[config.mk]
export PLATFORM = sky130hd
export DESIGN_NAME = dut_mul_pipe_rndsat_flat
export DESIGN_NICKNAME = d
export VERILOG_FILES = /design/src/rtl/dut_mul_pipe_rndsat_if.sv /design/src/rtl/dut_mul_pipe_rndsat.sv /design/src/flat_wrapper.sv
export SDC_FILE = /design/constraint.sdc
export NUM_CORES = 1
export LEC_CHECK = 0
export CORE_MARGIN = 2
export CORE_UTILIZATION = 45
export DETAILED_ROUTE_END_ITERATION = 8
export MAX_ROUTING_LAYER = met4
export PLACE_DENSITY = 0.63
export SLEW_MARGIN = 20
export SYNTH_ARGS = -nofsm -noshare
export SYNTH_HDL_FRONTEND = slang
export SYNTH_SLANG_ARGS = --single-unit
export TNS_END_PERCENT = 50
[constraint.sdc]
create_clock -name clk -period 7.95 [get_ports clk]
set_clock_uncertainty 0.2 [all_clocks]
set_input_delay 0.795 -clock clk [delete_from_list [all_inputs] [get_ports clk]]
set_output_delay 0.795 -clock clk [all_outputs]
set_load 0.02 [all_outputs]
[src/rtl/dut_mul_pipe_rndsat_if.sv]
// Operand/result bundle for the rounding, saturating multiplier pipeline.
// The master side drives operands and the clock enable; the slave side returns results.
interface dut_mul_pipe_rndsat_if #(
    parameter int DIN0_WIDTH = 17,
    parameter int DIN1_WIDTH = 15,
    parameter int DOUT_WIDTH = 16
);
    logic                  ce;
    logic                  in_valid;
    logic [DIN0_WIDTH-1:0] din0;
    logic [DIN1_WIDTH-1:0] din1;
    logic                  out_valid;
    logic [DOUT_WIDTH-1:0] dout;
    logic                  sat_flag;

    modport master (
        output ce, in_valid, din0, din1,
        input  out_valid, dout, sat_flag
    );

    modport slave (
        input  ce, in_valid, din0, din1,
        output out_valid, dout, sat_flag
    );
endinterface

[src/rtl/dut_mul_pipe_rndsat.sv]
// Pipelined fixed-point multiplier: exact product, arithmetic shift, round-half-up,
// saturate or wrap to DOUT_WIDTH. NUM_STAGE registers in total, frozen while ce=0.
module dut_mul_pipe_rndsat #(
    parameter int DIN0_WIDTH  = 17,
    parameter bit DIN0_SIGNED = 1'b0,
    parameter int DIN1_WIDTH  = 15,
    parameter bit DIN1_SIGNED = 1'b1,
    parameter int DOUT_WIDTH  = 16,
    parameter bit DOUT_SIGNED = 1'b1,
    parameter int SHIFT       = 15,
    parameter bit ROUND       = 1'b1,
    parameter bit SAT         = 1'b1,
    parameter int NUM_STAGE   = 3
) (
    input  logic                 clk,
    input  logic                 reset,
    dut_mul_pipe_rndsat_if.slave bus
);
    localparam int PW  = DIN0_WIDTH + DIN1_WIDTH + 1;
    localparam int XW  = PW + 1;
    localparam int RSH = (SHIFT > 0) ? SHIFT - 1 : 0;

    localparam logic signed [XW-1:0] ONE   = XW'(1);
    localparam logic signed [XW-1:0] RND_C = (ROUND && SHIFT > 0) ? (ONE <<< RSH) : '0;
    localparam logic signed [XW-1:0] MAX_C = DOUT_SIGNED ? (ONE <<< (DOUT_WIDTH - 1)) - ONE
                                                         : (ONE <<< DOUT_WIDTH) - ONE;
    localparam logic signed [XW-1:0] MIN_C = DOUT_SIGNED ? -(ONE <<< (DOUT_WIDTH - 1)) : '0;

    typedef struct packed {
        logic [DOUT_WIDTH-1:0] dout;
        logic                  sat;
    } res_t;

    function automatic logic signed [PW-1:0] ext0(input logic [DIN0_WIDTH-1:0] x);
        logic fill;
        fill = DIN0_SIGNED ? x[DIN0_WIDTH-1] : 1'b0;
        return {{(PW - DIN0_WIDTH){fill}}, x};
    endfunction

    function automatic logic signed [PW-1:0] ext1(input logic [DIN1_WIDTH-1:0] x);
        logic fill;
        fill = DIN1_SIGNED ? x[DIN1_WIDTH-1] : 1'b0;
        return {{(PW - DIN1_WIDTH){fill}}, x};
    endfunction

    // The rounding add gets one guard bit so the most positive product cannot overflow.
    function automatic res_t rnd_sat(input logic signed [PW-1:0] p);
        logic signed [XW-1:0] sum;
        logic signed [XW-1:0] r;
        res_t                 o;
        sum   = {p[PW-1], p} + RND_C;
        r     = sum >>> SHIFT;
        o.sat = (r > MAX_C) || (r < MIN_C);
        if (SAT && (r > MAX_C))      o.dout = MAX_C[DOUT_WIDTH-1:0];
        else if (SAT && (r < MIN_C)) o.dout = MIN_C[DOUT_WIDTH-1:0];
        else                         o.dout = r[DOUT_WIDTH-1:0];
        return o;
    endfunction

    logic [NUM_STAGE-1:0] vld_d, vld_q;
    res_t                 res_d, res_q;
    logic signed [PW-1:0] prod_fin;

    if (NUM_STAGE == 1) begin : g_s1
        assign prod_fin = ext0(bus.din0) * ext1(bus.din1);
    end else begin : g_sn
        logic [DIN0_WIDTH-1:0] a_d, a_q;
        logic [DIN1_WIDTH-1:0] b_d, b_q;
        logic signed [PW-1:0]  prod;

        always_comb begin
            a_d = a_q;
            b_d = b_q;
            if (bus.ce) begin
                a_d = bus.din0;
                b_d = bus.din1;
            end
        end

        always_ff @(posedge clk or posedge reset) begin
            if (reset) begin
                a_q <= '0;
                b_q <= '0;
            end else begin
                a_q <= a_d;
                b_q <= b_d;
            end
        end

        assign prod = ext0(a_q) * ext1(b_q);

        if (NUM_STAGE == 2) begin : g_s2
            assign prod_fin = prod;
        end else begin : g_s3
            localparam int ND = NUM_STAGE - 2;
            logic [ND-1:0][PW-1:0] pp_d, pp_q;

            // Extra latency is spent delaying the finished product.
            always_comb begin
                pp_d = pp_q;
                if (bus.ce) pp_d = (ND * PW)'({pp_q, prod});
            end

            always_ff @(posedge clk or posedge reset) begin
                if (reset) pp_q <= '0;
                else       pp_q <= pp_d;
            end

            assign prod_fin = $signed(pp_q[ND-1]);
        end
    end

    always_comb begin
        vld_d = vld_q;
        res_d = res_q;
        if (bus.ce) begin
            vld_d = NUM_STAGE'({vld_q, bus.in_valid});
            res_d = rnd_sat(prod_fin);
        end
    end

    always_ff @(posedge clk or posedge reset) begin
        if (reset) begin
            vld_q <= '0;
            res_q <= '0;
        end else begin
            vld_q <= vld_d;
            res_q <= res_d;
        end
    end

    assign bus.out_valid = vld_q[NUM_STAGE-1];
    assign bus.dout      = res_q.dout;
    assign bus.sat_flag  = res_q.sat;
endmodule
[src/flat_wrapper.sv]
// flat-port wrapper written by rule: the top's interface ports become plain ports
module dut_mul_pipe_rndsat_flat 
#(
    parameter int DIN0_WIDTH  = 17,
    parameter bit DIN0_SIGNED = 1'b0,
    parameter int DIN1_WIDTH  = 15,
    parameter bit DIN1_SIGNED = 1'b1,
    parameter int DOUT_WIDTH  = 16,
    parameter bit DOUT_SIGNED = 1'b1,
    parameter int SHIFT       = 15,
    parameter bit ROUND       = 1'b1,
    parameter bit SAT         = 1'b1,
    parameter int NUM_STAGE   = 3
)
  (clk, reset, bus_ce, bus_in_valid, bus_din0, bus_din1, bus_out_valid, bus_dout, bus_sat_flag);
  dut_mul_pipe_rndsat_if #(.DIN0_WIDTH(DIN0_WIDTH), .DIN1_WIDTH(DIN1_WIDTH), .DOUT_WIDTH(DOUT_WIDTH)) bus_i ();
  input  logic clk;
  input  logic reset;
  input wire logic [$bits(bus_i.ce)-1:0] bus_ce;
  input wire logic [$bits(bus_i.in_valid)-1:0] bus_in_valid;
  input wire logic [$bits(bus_i.din0)-1:0] bus_din0;
  input wire logic [$bits(bus_i.din1)-1:0] bus_din1;
  output wire logic [$bits(bus_i.out_valid)-1:0] bus_out_valid;
  output wire logic [$bits(bus_i.dout)-1:0] bus_dout;
  output wire logic [$bits(bus_i.sat_flag)-1:0] bus_sat_flag;
  assign bus_i.ce = bus_ce;
  assign bus_i.in_valid = bus_in_valid;
  assign bus_i.din0 = bus_din0;
  assign bus_i.din1 = bus_din1;
  assign bus_out_valid = bus_i.out_valid;
  assign bus_dout = bus_i.dout;
  assign bus_sat_flag = bus_i.sat_flag;
  dut_mul_pipe_rndsat #(.DIN0_WIDTH(DIN0_WIDTH), .DIN0_SIGNED(DIN0_SIGNED), .DIN1_WIDTH(DIN1_WIDTH), .DIN1_SIGNED(DIN1_SIGNED), .DOUT_WIDTH(DOUT_WIDTH), .DOUT_SIGNED(DOUT_SIGNED), .SHIFT(SHIFT), .ROUND(ROUND), .SAT(SAT), .NUM_STAGE(NUM_STAGE)) u_core (.clk(clk), .reset(reset), .bus(bus_i));
endmodule
Word level (Yosys, flattened, before mapping)
Cells that the tools add are included.
{"block": "totals", "register_bits": 85, "inputBits": 36, "output_inout_bits": 18, "word_cells": 13}
{"block": "classes", "n_addsub": 1, "multipliers": 1, "magnitude_cmp": 2, "mux": 2, "n_reduce_logical": 1}
{"operator": "$add 33x16->34 const B", "n": 1}
{"operator": "$mul 18x15->33", "n": 1}
{"operator": "$mux 16", "n": 2}
{"operator": "$gt 19x16->1 const B", "n": 1}
{"operator": "$lt 19x16->1 const B", "n": 1}
{"operator": "$logic_or 1x1->1", "n": 1}

Longest topological paths before layout
{"block": "depth", "word_depth": 4, "depth_mapped": 23, "ltp_nobuf": 22}

Worst setup path after synthesis
Ideal clock, no wire load.
{"block": "synth_path", "path_type": "flip-flop to flip-flop", "startpoint": "reg u_core.g_sn.b_q[8]", "endpoint": "reg u_core.g_sn.g_s3.pp_q[29] (netlist name)", "setup_time_ps": 120, "arrival_time_ps": 6020, "t_required_ps": 7630, "slack_ps": 1611, "stages_incl_launch_ff": 24, "path_buffers": 2, "period_less_slack_ps": 6339, "cell_sequence": "dfrtp_1 clkbuf_1 clkbuf_1 nand2_1 fa_1 inv_1 fa_1 inv_1 fa_1 inv_1 fa_1 fa_1 inv_1 fa_1 inv_1 ha_1 a21oi_1 o21ai_0 a211o_1 a31o_1 o21ai_2 a21boi_1 or3_1 a31o_1"}
{"block": "synth_between", "elab_chain_len": 1}
{"element": "start, declared", "line_no": "dut_mul_pipe_rndsat.sv:68", "text": "logic [DIN1_WIDTH-1:0] b_d, b_q;"}
{"element": "start signal, assigned", "line_no": "dut_mul_pipe_rndsat.sv:83", "text": "b_q <= '0;"}
{"element": "start signal, assigned", "line_no": "dut_mul_pipe_rndsat.sv:86", "text": "b_q <= b_d;"}
{"element": "$mul 18x15->33", "line_no": "dut_mul_pipe_rndsat.sv:90", "text": "assign prod = ext0(a_q) * ext1(b_q);"}
{"element": "end signal, assigned", "line_no": "dut_mul_pipe_rndsat.sv:106", "text": "else pp_q <= pp_d;"}
{"element": "end, declared", "line_no": "dut_mul_pipe_rndsat.sv:96", "text": "logic [ND-1:0][PW-1:0] pp_d, pp_q;"}
No other way between the ends.
A chain may end at the register's enable or synchronous reset.

Worst setup path in the final report
{"block": "layout_path", "startpoint": "reg u_core.g_sn.b_q[14]", "endpoint": "reg u_core.g_sn.g_s3.pp_q[29] (netlist name)"}
The elaborated chain is that of the path after synthesis.

==> metrics <==
crit-path max FO=11; Cells after Synth=1150; Initial DRC Count=376; Crit. End Element=flop; largest family of logic cells by synthesized area=adder cells; synthesized area per cell=9.66 um^2; Hold Buf Count CTS=0; Post-synth EDFFs=0; vias in the first global route=8328; starting density of the core=0.458; maximum capacitance violations=0; detailed-route DRC error count=0; RSZ-0062 raised after global routing=false; Pins Over Slew Limit=0; final core occ=0.504; Hold Crit Class=reg2reg; DPL Wire Length=18900 um; mapped cell area=11100 um^2; Core Footprint=24200 um^2; Clock transition at path regs=0.06 ns; Required @ worst endpoint=7.98 ns; flop2flop setup slack=1.14 ns; TritonCTS buffer count=9; Die X=161 um; Final period util=0.857; per-cell routed wire length=16.3 um; highest-delay cell along the critical path=dfrtp_1; initial antenna violation count=0; #FFs+latches synth=71; grt ovf=0; I/O pin count=54; asr flop ratio synth=1.00; most common cell after layout, fill and taps aside=inv_1; worst hold margin=0.299 ns; Post-Synth XOR/XNOR Area=0.0244; Area Growth Syn to Fin=9.96%; CTS tree=yes; Die Span Y=161 um; yosys warns=0; synth unique cells=52; Clock Root Buffer=clkbuf_16; Die ar.=26000 um^2; fillers=2283; Resized Gates After CTS=0; vias=7809; row count=57; Longest Clk Path Bufs=2; maximum clock frequency=147 MHz; CTS Sinks=71; clock latency on the worst-skew pair=0.34 ns; sequential area share after synthesis=0.160; Final ANT Viol Nets=0; CP dominant cell by count=fa_1; Worst path max stage delay=0.60 ns; Net Count, Synth=1492; most frequent cells in the layout=217 x inv_1, 193 x fa_1, 149 x nand2_1; mux share of post-synthesis cell area=0.0455; CP Launch Type=flop; Adder-Cell Fraction of Synth Area=0.475; final net count=1513; PortBufs=53; Synth Area in Compound Gates=0.0546; HP Start=u_core.bus.dout[11]; Critical path origin=u_core.g_sn.b_q[14]; final wirelength=24400 um; largest net degree at the start of global routing=87; # Post-CTS Setup Buffers=0; Hold Fails Final Rpt=0; Routability Congestion=0.839; min Tclk post-route=6.81 ns; Slew HR=0.344; kind of critical path=reg2reg; drt pass-1 iters=5; final setup fails=0; status=finished clean; Ant. Diodes=0; Simple-Gate Fraction of Synth Area=0.150; worst path cell trace=inv_1 > nor2_1 > fa_1 > fa_1 > fa_1 > fa_1 > fa_1 > inv_1 > fa_1 > inv_1 > ha_1 > a21oi_1 > o21ai_0 > a211o_1 > a31o_1 > o21ai_2 > a21boi_1 > or3_1 > a31o_1; most common flop cell mapped by yosys=dfrtp_1; H-Tree Depth=3; drt via density=5.21; share of layout cells above drive strength 1=0.0604; RR Startpoint=u_core.g_sn.b_q[14]; Tot GR Track Use=0.208; worst path arrival time=6.84 ns; Worst-Margin Slew=0.984 ns; setup total negative slack=0 ns; first-pass GRT wire length=41700 um
synthesized netlist by cell type (all sizes together), types with 2 or more instances:
cell type,number,area share
nor4,2,0.0017
fa,193,0.35
a31o,3,0.0024
xor2,14,0.011
nand3b,2,0.0014
a21boi,2,0.0014
buf,5,0.0021
o22a,15,0.012
xnor2,17,0.013
a21o,6,0.0041
nor2,37,0.013
clkbuf,42,0.014
o2111ai,2,0.0016
o22ai,2,0.0011
o21bai,3,0.0020
mux2,44,0.045
ha,113,0.13
nand2b,10,0.0056
nor3,3,0.0018
o21ai,20,0.0093
nor2b,2,0.0011
a21oi,26,0.012
inv,218,0.074
o211ai,3,0.0020
dfrtp,71,0.16
nand2,149,0.050
nand3,11,0.0050
and2,108,0.061
and3,5,0.0028
nand4,8,0.0045
flip-flops by register name, indices dropped and copies added (netlist names):
| name | cells |
|---|---|
| u_core.bus.sat_flag | 1 |
| u_core.bus.dout | 16 |
| u_core.g_sn.g_s3.pp_q | 19 |
| u_core.g_sn.b_q | 15 |
| u_core.g_sn.a_q | 17 |
| u_core.vld_q | 3 |
worst max-delay path, delay by kind of cell (launching register included):
kind / cells / cell delay, ns
DFF: 1 / 0.60
adders and majority gates: 7 / 3.42
and+or+nand+nor: 2 / 0.55
AOI/OAI and AO/OA: 7 / 1.49
buffers and inverters: 3 / 0.44
metrics by stage:
stage | area (um^2) | setup WS (ns) | instances
2_1_floorplan | 11100 | 1.61 | 1150
3_3_place_gp | 11900 | 1.28 | 1483
3_5_place_dp | 11900 | 1.11 | 1483
4_1_cts | 12200 | 1.10 | 1499
5_1_grt | 12200 | 0.722 | 1500
6_report | 12200 | 1.14 | 1500
cells by family after synthesis:
kind of cell / Yosys count
flip-flops: 71
adder cells (fa/ha/maj): 306
multiplexers: 45
AND/OR/NAND/NOR: 341
AO/OA/AOI/OAI: 91
buffers and inverters: 265
XOR/XNOR: 31
worst paths after layout:
path	to	depth (start not counted)
worst max-delay path	u_core.g_sn.g_s3.pp_q[29]	19
worst min-delay path	u_core.bus.dout[11]	1
worst max register to register	u_core.g_sn.g_s3.pp_q[29]	19
worst min register to register	u_core.bus.dout[11]	1
max in group asynchronous	u_core.g_sn.g_s3.pp_q[29]	3
min in group asynchronous	u_core.g_sn.a_q[13]	3
layer usage:
metal	GRT usage	part of all wire
met1	0.253	0.41
met2	0.369	0.53
met3	0.0167	0.029
met4	0.0690	0.025
met5	-	0
area by class of cell:
class / instances / area (um^2) / area share
inverters: 218 / 818 / 0.0670
flip-flops and latches: 71 / 1780 / 0.145
well taps: 324 / 405 / 0.0332
multi-input cells: 814 / 8330 / 0.682
clock inverters: 5 / 81.3 / 0.00666
repair buffers: 57 / 558 / 0.0457
clock buffers: 11 / 243 / 0.0199
Power is left out: the tool's default activity adds up to more than one toggle a clock period on the data nets, which glitch-free logic cannot reach.
